**src/rtl/mem_arb_pkg.sv**
```systemverilog
// mem_arb_pkg: shared state/grant types and constants for the memory arbiter.
package mem_arb_pkg;

  typedef enum logic [1:0] {
    IDLE    = 2'd0,
    IF_BUSY = 2'd1,
    D_BUSY  = 2'd2
  } arb_state_e;

  typedef enum logic {
    GNT_IF = 1'b0,
    GNT_D  = 1'b1
  } grant_e;

  // Read data returned to a requester whose access was abandoned by the watchdog.
  localparam logic [31:0] ERR_RDATA = 32'hDEAD_BEEF;

  // Starve counter width; covers the legal STARVE_LIMIT range of 1..15.
  localparam int STARVE_W = 4;

  // Saturating increment that stops at the given limit.
  function automatic logic [STARVE_W-1:0] sat_inc(input logic [STARVE_W-1:0] cnt,
                                                  input logic [STARVE_W-1:0] limit);
    return (cnt == limit) ? cnt : cnt + STARVE_W'(1);
  endfunction

endpackage

```
**src/rtl/mem_arb_prio.sv**
```systemverilog
// mem_arb_prio: grant decision between fetch and data requesters, with a
// starvation counter that forces a fetch grant after STARVE_LIMIT data grants
// made while a fetch was waiting.
module mem_arb_prio
  import mem_arb_pkg::*;
#(
  parameter int STARVE_LIMIT = 4
) (
  input  logic   clk,
  input  logic   rst,
  input  logic   arb_en,
  input  logic   if_req,
  input  logic   d_req,
  output grant_e grant,
  output logic   grant_valid
);

  localparam logic [STARVE_W-1:0] LIMIT = STARVE_W'(STARVE_LIMIT);

  if (STARVE_LIMIT < 1 || STARVE_LIMIT > 15) begin : g_bad_limit
    $error("mem_arb_prio: STARVE_LIMIT must be within 1..15");
  end

  logic [STARVE_W-1:0] starve_cnt;
  logic                starved;

  // Data wins by default; a fetch that has waited through LIMIT data grants takes the next slot.
  always_comb begin
    starved     = (starve_cnt == LIMIT);
    grant_valid = arb_en & (if_req | d_req);
    grant       = GNT_D;
    if (if_req && (!d_req || starved)) begin
      grant = GNT_IF;
    end
  end

  // Count data grants made over a waiting fetch; any other grant ends the streak.
  always_ff @(posedge clk or posedge rst) begin
    if (rst) begin
      starve_cnt <= '0;
    end else if (grant_valid) begin
      if (grant == GNT_D && if_req) begin
        starve_cnt <= sat_inc(starve_cnt, LIMIT);
      end else begin
        starve_cnt <= '0;
      end
    end
  end

endmodule

```
**src/rtl/mem_arbiter.sv**
```systemverilog
// mem_arbiter: shares one single-ported, variable-latency memory between the
// fetch stage and the data stage. Data has priority, bounded by a starvation
// limit. Each access is registered onto the memory port in IDLE and held until
// the memory acks; the requester then sees a one-cycle valid pulse.
// A requester that wants back-to-back service replaces its request (or drops
// it) in the cycle its valid pulse is visible.
// Optional watchdog: define MEM_ARB_TIMEOUT_EN to abort accesses that see no
// ack within TIMEOUT_CYCLES busy cycles (returns ERR_RDATA, sets sticky o_err).
module mem_arbiter
  import mem_arb_pkg::*;
#(
  parameter int ADDR_W         = 32,
  parameter int DATA_W         = 32,
  parameter int STARVE_LIMIT   = 4,
  parameter int TIMEOUT_CYCLES = 64
) (
  input  logic              i_clk,
  input  logic              i_rst,
  input  logic              i_if_req,
  input  logic [ADDR_W-1:0] i_if_addr,
  output logic [DATA_W-1:0] o_if_rdata,
  output logic              o_if_valid,
  input  logic              i_d_req,
  input  logic              i_d_we,
  input  logic [ADDR_W-1:0] i_d_addr,
  input  logic [DATA_W-1:0] i_d_wdata,
  output logic [DATA_W-1:0] o_d_rdata,
  output logic              o_d_valid,
  output logic              o_stall,
  output logic              o_mem_req,
  output logic              o_mem_we,
  output logic [ADDR_W-1:0] o_mem_addr,
  output logic [DATA_W-1:0] o_mem_wdata,
  input  logic              i_mem_ack,
  input  logic [DATA_W-1:0] i_mem_rdata,
  output logic              o_err
);

  if (TIMEOUT_CYCLES < 1) begin : g_bad_timeout
    $error("mem_arbiter: TIMEOUT_CYCLES must be at least 1");
  end

  arb_state_e        state_q;
  arb_state_e        state_d;
  grant_e            grant;
  logic              grant_valid;

  logic              mem_req_d;
  logic              mem_we_d;
  logic [ADDR_W-1:0] mem_addr_d;
  logic [DATA_W-1:0] mem_wdata_d;
  logic [DATA_W-1:0] if_rdata_d;
  logic [DATA_W-1:0] d_rdata_d;
  logic              if_valid_d;
  logic              d_valid_d;
  logic              done;
  logic              aborted;
  logic [DATA_W-1:0] done_data;

`ifdef MEM_ARB_TIMEOUT_EN
  localparam int TMO_W = $clog2(TIMEOUT_CYCLES + 1);
  localparam logic [TMO_W-1:0] TMO_LAST = TMO_W'(TIMEOUT_CYCLES - 1);

  logic [TMO_W-1:0] tmo_cnt;
  logic [TMO_W-1:0] tmo_d;
  logic             err_d;
`else
  assign o_err = 1'b0;
`endif

  mem_arb_prio #(
    .STARVE_LIMIT (STARVE_LIMIT)
  ) u_prio (
    .clk         (i_clk),
    .rst         (i_rst),
    .arb_en      (state_q == IDLE),
    .if_req      (i_if_req),
    .d_req       (i_d_req),
    .grant       (grant),
    .grant_valid (grant_valid)
  );

  // The pipeline stalls while either stage has a request not yet answered this cycle.
  assign o_stall = (i_if_req & ~o_if_valid) | (i_d_req & ~o_d_valid);

  // Next-state and next-output logic: launch on grant in IDLE, complete on ack (or watchdog) in BUSY.
  always_comb begin
    state_d     = state_q;
    mem_req_d   = o_mem_req;
    mem_we_d    = o_mem_we;
    mem_addr_d  = o_mem_addr;
    mem_wdata_d = o_mem_wdata;
    if_rdata_d  = o_if_rdata;
    d_rdata_d   = o_d_rdata;
    if_valid_d  = 1'b0;
    d_valid_d   = 1'b0;
    done        = 1'b0;
    aborted     = 1'b0;
    done_data   = i_mem_rdata;
`ifdef MEM_ARB_TIMEOUT_EN
    tmo_d       = tmo_cnt;
    err_d       = o_err;
`endif

    unique case (state_q)
      IDLE: begin
        if (grant_valid) begin
          mem_req_d = 1'b1;
`ifdef MEM_ARB_TIMEOUT_EN
          tmo_d     = '0;
`endif
          if (grant == GNT_IF) begin
            mem_we_d    = 1'b0;
            mem_addr_d  = i_if_addr;
            mem_wdata_d = '0;
            state_d     = IF_BUSY;
          end else begin
            mem_we_d    = i_d_we;
            mem_addr_d  = i_d_addr;
            mem_wdata_d = i_d_wdata;
            state_d     = D_BUSY;
          end
        end
      end

      IF_BUSY, D_BUSY: begin
        if (i_mem_ack) begin
          done = 1'b1;
        end
`ifdef MEM_ARB_TIMEOUT_EN
        else if (tmo_cnt == TMO_LAST) begin
          done      = 1'b1;
          aborted   = 1'b1;
          done_data = DATA_W'(ERR_RDATA);
          err_d     = 1'b1;
        end else begin
          tmo_d = tmo_cnt + TMO_W'(1);
        end
`endif
        if (done) begin
          mem_req_d = 1'b0;
          state_d   = IDLE;
          if (state_q == IF_BUSY) begin
            if_valid_d = 1'b1;
            if_rdata_d = done_data;
          end else begin
            d_valid_d = 1'b1;
            if (!o_mem_we || aborted) begin
              d_rdata_d = done_data;
            end
          end
        end
      end

      default: begin
        state_d = IDLE;
      end
    endcase
  end

  // State and registered outputs; reset abandons any in-flight access immediately.
  always_ff @(posedge i_clk or posedge i_rst) begin
    if (i_rst) begin
      state_q     <= IDLE;
      o_mem_req   <= 1'b0;
      o_mem_we    <= 1'b0;
      o_mem_addr  <= '0;
      o_mem_wdata <= '0;
      o_if_rdata  <= '0;
      o_d_rdata   <= '0;
      o_if_valid  <= 1'b0;
      o_d_valid   <= 1'b0;
`ifdef MEM_ARB_TIMEOUT_EN
      tmo_cnt     <= '0;
      o_err       <= 1'b0;
`endif
    end else begin
      state_q     <= state_d;
      o_mem_req   <= mem_req_d;
      o_mem_we    <= mem_we_d;
      o_mem_addr  <= mem_addr_d;
      o_mem_wdata <= mem_wdata_d;
      o_if_rdata  <= if_rdata_d;
      o_d_rdata   <= d_rdata_d;
      o_if_valid  <= if_valid_d;
      o_d_valid   <= d_valid_d;
`ifdef MEM_ARB_TIMEOUT_EN
      tmo_cnt     <= tmo_d;
      o_err       <= err_d;
`endif
    end
  end

endmodule

```
**config.mk**
```make
export PLATFORM = sky130hd
export DESIGN_NAME = mem_arbiter
export DESIGN_NICKNAME = d
export VERILOG_FILES = /design/src/rtl/mem_arb_pkg.sv /design/src/rtl/mem_arb_prio.sv /design/src/rtl/mem_arbiter.sv
export SDC_FILE = /design/constraint.sdc
export NUM_CORES = 1
export LEC_CHECK = 0
export CORE_ASPECT_RATIO = 1.4
export CORE_MARGIN = 1
export CORE_UTILIZATION = 41
export DETAILED_ROUTE_END_ITERATION = 8
export GPL_TIMING_DRIVEN = 0
export PLACE_DENSITY = 0.8
export SYNTH_ARGS = -nofsm -noshare
export SYNTH_HDL_FRONTEND = slang
export SYNTH_HIERARCHICAL = 1
export SYNTH_SLANG_ARGS = --single-unit
```
**constraint.sdc**
```tcl
create_clock -name i_clk -period 5.95 [get_ports i_clk]
set_clock_uncertainty 0.15 [all_clocks]
set_input_delay 0.595 -clock i_clk [delete_from_list [all_inputs] [get_ports i_clk]]
set_output_delay 0.595 -clock i_clk [all_outputs]
set_load 0.02 [all_outputs]
```
**Word level (Yosys, flattened, before mapping)**

Cells that the tools add are included.

- Flip-flop bits (word level): 138
- Bits in latches: 0
- Bits in writable memories: 0
- Memory bits (read-only): 0
- Input bits: 134
- Output and inout port bits: 134
- Word-level logic and storage cells: 60
- Memories kept: 0

- $add $sub $neg: 1
- Multiply operators: 0
- Divide/modulo/power cells: 0
- $lt $le $gt $ge: 0
- Equality and inequality tests: 6
- Shift-type cells: 0
- Muxes and demuxes: 21
- Bitwise gates (word level): 9
- Reduce and logical (&&, ||, !) cells: 13

Operator list:

| cell | number |
|---|---|
| two-way mux 32 bit | 2 |
| two-way mux 1 bit | 12 |
| two-way mux 4 bit | 2 |
| two-way mux 2 bit | 3 |
| != test 2 bit (second input constant) | 3 |
| AND reduction 2 bit | 3 |
| AND reduction 3 bit | 2 |
| adder 4 x 1 -> 4 bit (second input constant) | 1 |
| == test 4 x 3 -> 1 bit (second input constant) | 1 |
| NOT 1 bit | 4 |
| case mux 2 bit (2 select lines) | 1 |
| AND reduction 4 bit | 1 |
| AND 1 bit | 3 |
| == test 2 x 1 -> 1 bit (second input constant) | 1 |
| == test 2 bit (second input constant) | 1 |
| logical AND 1 bit | 2 |
| zero test 2 bit | 1 |
| bitwise OR 1 bit | 2 |
| case mux 1 bit (2 select lines) | 1 |
| nonzero test 2 bit | 1 |
| OR reduction 2 bit | 1 |
| zero test 1 bit | 1 |
| logical OR 1 bit | 1 |

**Logic depth before layout (Yosys ltp)**

Gate-level depths: netlist of the first run.

- Word-level depth: 7
- Depth in mapped cells: 10
- Depth with buffers taken out: 7

**By module**

The synthesis of the first run kept the hierarchy.

Modules (own cells, without submodules):

| module | instances | cells each | area each (um2) | sequential area each (um2) |
|---|---|---|---|---|
| mem_arbiter | 1 | 449 | 5415.2 | 3353.2 |
| mem_arb_prio | 1 | 26 | 236.5 | 100.1 |

**Worst setup path before layout of the first run**

No wires, ideal clock.

- Path kind: reg2reg
- Start: register state_q[0]
- End: register o_d_rdata[11]
- Setup time: 0.125 ns
- Arrival: 1.489 ns
- Data required time: 5.675 ns
- Setup slack: 4.186 ns
- Cell stages (with the launch flop): 7
- Path buffers: 1
- Period minus slack after synthesis: 1.764 ns
- Cells stage by stage: dfrtp_1 -> inv_1 -> ha_1 -> nand2_2 -> nor3_4 -> buf_6 -> mux2_2

- Cells in the longest elaborated chain, start to end: 3
- Elaborated cells on any way between the ends: 5
- Classes of those cells: eq/ne: 2; bitwise: 1; reduce/logical: 2

Ends and longest elaborated chain:

| item | RTL line | source |
|---|---|---|
| from (decl) | mem_arbiter.sv:43 | `arb_state_e state_q;` |
| from (signal assigned) | mem_arbiter.sv:178 | `state_q <= state_d;` |
| == test 2 x 1 -> 1 bit or == test 2 bit (tied branches) | mem_arbiter.sv:105, mem_arbiter.sv:143 |  |
| OR reduction 2 bit or NOT 1 bit (tied branches) | n/a |  |
| AND reduction 4 bit (no line) (*) | n/a |  |
| to (signal assigned) | mem_arbiter.sv:184 | `o_d_rdata <= d_rdata_d;` |
| to (decl) | mem_arbiter.sv:27 | `output logic [DATA_W-1:0] o_d_rdata,` |

Mark *: on every way between the ends. The rest lies on a longest branch, timed or not.
A chain may end at the register's enable or synchronous reset.

**Final worst setup path of the first run**

- Start: input i_if_req
- End: output o_stall

- Cells in the longest elaborated chain, start to end: 2

Ends and longest elaborated chain:

| item | RTL line | source |
|---|---|---|
| from (decl) | mem_arbiter.sv:19 | `input logic i_if_req,` |
| AND 1 bit | mem_arbiter.sv:84 | `assign o_stall = (i_if_req & ~o_if_valid) \| (i_d_req & ~o_d_valid);` |
| bitwise OR 1 bit | mem_arbiter.sv:84 |  |
| to (decl) | mem_arbiter.sv:29 | `output logic o_stall,` |

Every way passes these cells.

==> results.cfg, run 1 <==
[clocking]
root_buffer = clkbuf_16
tritoncts = done
clk_pin_slew_ps = 60
cts_resized = 0
clk_latency_ps = 410
cts_buffers = 17
postCtsSetupRepairBufs = 0
cts-hold-fix-buffers = 0
clockBufferDepth = 2
cts-htree-levels = 4
cts_sinks = 138

[floorplan]
core_sq_um = 13400
initial_core_util_pct = 42.2
rows = 50
die_y_um = 141
die-area_sq_um = 14300
io-pin-count = 268
die_width_um = 101

[global_route]
grt_start_max_net_pins = 82
grt_pass1_vias = 4861
antenna_found_initial = 0
track_usage_pct = 22.8
grt_pass1_wl_um = 24700
grt-ovfl-total = 0

[timing]
final.setup.tns_ps = 0
fin_crit_ps = 2860
hold_viol = 0
worst_pin_slew_ps = 586
fin_ws_ps = 3090
max_freq_mhz = 350
slew_violations = 0
slew_headroom_pct = 60.9
fin_hold_ws_ps = 312
grt_setup_unrepaired = no
fin_crit_sh_pct = 48.1
setup_violations = 0

[hold_path]
hold_path_class = reg2reg

[run_status]
run_status = completed

[setup_path]
end_kind = primary output
worstSetupPathType = in2out
required_ps = 5200
slowest_stage = clkdlybuf4s50_1
critPathMaxFanout = 6
cp_common_cell = clkdlybuf4s50_1
critPathTopFamily = buffers and inverters
cp.buffers_inverters = 3
worstPathArrival_ps = 2110
critPathLaunchType = input pin
path_cells = clkdlybuf4s50_1 > inv_1 > o22ai_1 > clkdlybuf4s50_1
max_stage_delay_ps = 640

[logic_synthesis]
yosysUniqueCellTypes = 27
synthCells = 475
synth_area_sq_um = 5650
synth_top_family_by_area = multiplexers
yosys-top-cells-area = dfrtp_1 61%, mux2_2 12%, nand2_1 6.9%, mux2i_1 6.4%, nand3_1 3.1%
syn_nets = 614
yosys_warnings = 6
synth-simple-area-share_pct = 11.1
synth_compound_area_share_pct = 3.83
synth_xor_area_share_pct = 0.155
synthAdderAreaFrac_pct = 1.11
synth_mux_area_share_pct = 19.1
yosysSeqAreaShare_pct = 61.1
postSynthAreaPerCell_sq_um = 11.9
yosysTopAreaCell = dfrtp_1
yosysTopAreaCellShare_pct = 61.1
ys_ff_latch = 138

[power_and_ir_drop]
leakagePower_nw = 4.22
peakVddDrop_uv = 241
powerDensity_nw_per_um2 = 576

[detailed_routing]
route.vias.total = 4649
viasPerCell = 4.86
wl_per_cell_um = 16.4
drt_iter0_markers = 150
drc = 0
totalWireLength_um = 15700
ant_nets = 0
dr.pass1.iters = 4

[placed_design]
dp_worst_setup_slack_ps = 3060
place_congestion = 0.799
hpwl_um = 11800
numPortBuffers = 266

[final_layout]
nets = 900
antenna_cells = 0
drive_gt1_share_pct = 14.7
syn_to_final_growth_pct = 62.6

[run]
max_cap_violations = 0
==> metrics by stage <==
stage / cell area, sq um / instances / total power [mW] / utilization (%)
after floorplan: 5650 / 475 / 2.98 / -
after global placement: 8540 / 923 / 4.13 / 63.8
after detailed placement: 8570 / 924 / 4.23 / 64.0
after CTS: 9190 / 956 / 5.35 / 68.7
after global routing: 9190 / 956 / 5.60 / 68.7
final: 9190 / 956 / 5.30 / 68.7
==> layer usage <==
layer / up-vias / share of wire, % / track usage [%]
met4: 0 / 1.5 / 7.48
met2: 214 / 53 / 41.0
li1: 2179 / - / -
met5: - / 0 / 0
met1: 2240 / 38 / 24.9
met3: 16 / 8.0 / 7.44
==> state kept, by name, summed over array words and instances, names as in the netlist, 2 cells and up <==
signal and flops:
o_if_rdata 32, u_prio/starve_cnt 4, o_mem_addr 32, state_q 2, o_mem_wdata 32, o_d_rdata 32
==> worst min-delay path: cells and delay by family, from the launching register on <==
kind | cells | cell delay, ps
simple gates | 2 | 100
flops | 1 | 340
==> where the power goes <==
| part | total (mW) | internal, mW | switching [mW] |
|---|---|---|---|
| combinational | 2.57 | 1.24 | 1.32 |
| clock | 1.09 | 0.672 | 0.421 |
| sequential | 1.64 | 1.40 | 0.242 |
==> area by class of cell <==
type | count | area (sq um)
timing repair buffer | 267 | 2690
clock buffer | 18 | 429
sequential | 138 | 3450
fill | 1008 | 4200
clock inverter | 14 | 188
tap | 182 | 228
buffer | 29 | 155
multi-input combinational | 296 | 2000
inverter | 12 | 50.0
==> cell usage after synthesis (all sizes together) <==
cell type	n
nor2	3
ha	5
a21oi	1
buf	18
mux2	64
clkbuf	11
nand3	35
inv	12
or3	1
a31oi	1
o211ai	1
xor2	1
mux2i	36
nor3	1
o21ai	35
conb	1
nand2	105
dfrtp	138
o22ai	3
and2	1
nand2b	1
nand3b	1
==> cell families (layout without fill, tap and decap cells) <==
family	Yosys count	count (layout)
fa+ha+maj	5	5
other cells	1	1
compound gates	41	41
simple gates	148	148
buf+inv	41	340
xor+xnor	1	1
mux	100	100
flops	138	138
==> cell usage in the layout, fill, tap and decap left out, types with 3 or more instances in the layout <==
cell type / synthesis / routed
nor2_1: 3 / 3
clkbuf_16: 0 / 17
bufinv_16: 0 / 3
mux2_1: 4 / 4
nand3_1: 35 / 35
clkinv_4: 0 / 3
o22ai_1: 3 / 3
inv_8: 0 / 3
inv_6: 0 / 3
ha_1: 5 / 5
clkdlybuf4s50_1: 0 / 266
nand2_1: 104 / 104
clkbuf_1: 11 / 12
o21ai_0: 34 / 34
buf_2: 13 / 13
inv_1: 12 / 11
mux2i_1: 36 / 36
mux2_2: 60 / 60
buf_6: 3 / 3
dfrtp_1: 138 / 138
==> final timing paths <==
| check | slack [ps] | start | cells past startpoint | to |
|---|---|---|---|---|
| min reg2reg | 310 | o_mem_wdata[1] | 2 | o_mem_wdata[1] |
| max in group asynchronous | 4410 | i_rst | 3 | o_d_rdata[0] |
| max reg2reg | 3700 | state_q[0] | 8 | o_mem_addr[2] |
| min | 310 | o_mem_wdata[1] | 2 | o_mem_wdata[1] |
| min in group asynchronous | 350 | i_rst | 2 | u_prio/starve_cnt[3] |
| max | 3090 | i_if_req | 4 | o_stall |
No activity file was read; power rests on OpenSTA's default activity.
==> inputs of run 2 (changes only) <==
CORE_UTILIZATION = 37   (was 41)
PLACE_DENSITY = 0.77   (was 0.8)
clock period = 2.35 ns   (was 5.95 ns; I/O delays follow)
==> run 2 against run 1 <==
  * Sequential share of layout area down 0.31 points
  * Largest cell class unchanged
  * Hold slack worse by 73 ps
  * Critical path depth up 4
  * Cell area up 0.83%
  * Total power rose to 2.6 times the previous value
  * Critical endpoint is now o_mem_wdata[5]
  * Global-route usage down 1.7 points
  * Via count up 1.5%
==> results.cfg, run 2 (synthesis gave the netlist of run 1 again) <==
[clocking]
clockBufferDepth = 2
postCtsSetupRepairBufs = 0
cts-htree-levels = 4
root_buffer = clkbuf_16
cts_sinks = 138
tritoncts = done
clk_pin_slew_ps = 70
cts_buffers = 17
clk_latency_ps = 400

[placed_design]
dp_worst_setup_slack_ps = -75.6
hpwl_um = 12600
place_congestion = 0.782
post_dp_cell_area_sq_um = 8620
place_inst = 936
numPortBuffers = 266

[timing]
fin_crit_sh_pct = 94.0
setup_violations = 0
grt_setup_unrepaired = no
final.setup.tns_ps = 0
slew_violations = 0
fin_crit_ps = 2210
fin_ws_ps = 140
hold_viol = 0
max_freq_mhz = 452
fin_hold_ws_ps = 240

[power_and_ir_drop]
leakagePower_nw = 4.25
power_mw = 13.6
peakVddDrop_uv = 594
powerDensity_nw_per_um2 = 1460

[setup_path]
r2r-start = state_q[0]
required_ps = 2540
worstSetupPathType = reg2reg
rr_worst_depth = 8
endpoint = o_mem_wdata[5]
ff2ff_setup_slack_ps = 140
end_kind = register
critPathMaxFanout = 10
cp-startpoint = state_q[0]
r2r_end = o_mem_wdata[5]
worstPathArrival_ps = 2400
critPathLaunchType = register

[final_layout]
syn_to_final_growth_pct = 64.0
nets = 902
post-route-util_pct = 61.8
stdcell_area_sq_um = 9270
layout_common_cells = 266 x clkdlybuf4s50_1, 138 x dfrtp_1, 103 x nand2_1, 60 x mux2_2, 36 x mux2i_1
final_cells = 968
antenna_cells = 0
drive_gt1_share_pct = 15.5
final_common_cell = clkdlybuf4s50_1

[floorplan]
core_sq_um = 15000
die_width_um = 106
io-pin-count = 268
die_y_um = 148
die-area_sq_um = 15800
rows = 53
initial_core_util_pct = 37.7

[detailed_routing]
ant_nets = 0
drt_iter0_markers = 113
dr.pass1.iters = 4
route.vias.total = 4720
viasPerCell = 4.88
totalWireLength_um = 16300
drc = 0
wl_per_cell_um = 16.9

[global_route]
antenna_found_initial = 0
track_usage_pct = 21.1
grt-ovfl-total = 0
grt_pass1_wl_um = 25800
grt_start_max_net_pins = 45
grt_pass1_vias = 5112

[hold_path]
hold_path_startpoint = i_d_wdata[11]
hold_path_class = in2reg

[run]
max_cap_violations = 0

[run_status]
run_status = completed
## run 2: final cells by class
cell class              instances  area [sq um]
clock buffers                  18           429
clock inverters                14           208
plain buffers                  28           155
fillers                      1238          5720
well taps                     192           240
multi-input cells             296          2000
inverters                      12          48.8
flip-flops and latches        138          3450
repair buffers                270          2730
## run 2: what timing repair did
item	in CTS	in global routing
gates resized for setup	0	7
endpoints found under the setup margin	0	35
hold buffers	1	0
endpoints found under the hold margin	4	0
## run 2: how the worst min path moves through the flow
stage                           end  slack (ps)  cells past startpoint
6_report            o_mem_wdata[11]         240                      3
3_5_place_dp         o_mem_wdata[6]         310                      2
2_1_floorplan  u_prio/starve_cnt[0]        -150                      1
3_3_place_gp        o_mem_wdata[29]         300                      2
5_1_grt             o_mem_wdata[14]         240                      3
4_1_cts              o_mem_wdata[0]         230                      3
## run 2: worst max-delay path, cell delays in order (launching register included)
cell	delay, ps
dfrtp_1	390
inv_1	110
ha_1	290
o21ai_2	150
inv_1	210
and2_1	330
buf_2	270
nand3_1	140
nand2_1	100
## run 2: power breakdown
group / internal, mW / switching [mW] / leakage, nW
Clock: 1.81 / 1.08 / 0.310
Combinational: 3.16 / 3.37 / 2.25
Sequential: 3.53 / 0.609 / 1.70
## run 2: routing by layer
metal  track usage (%)  wire [um]
met2              40.6       9140
met3              6.22       1270
met4              5.62        185
met1              22.0       5740
met5                 0          0
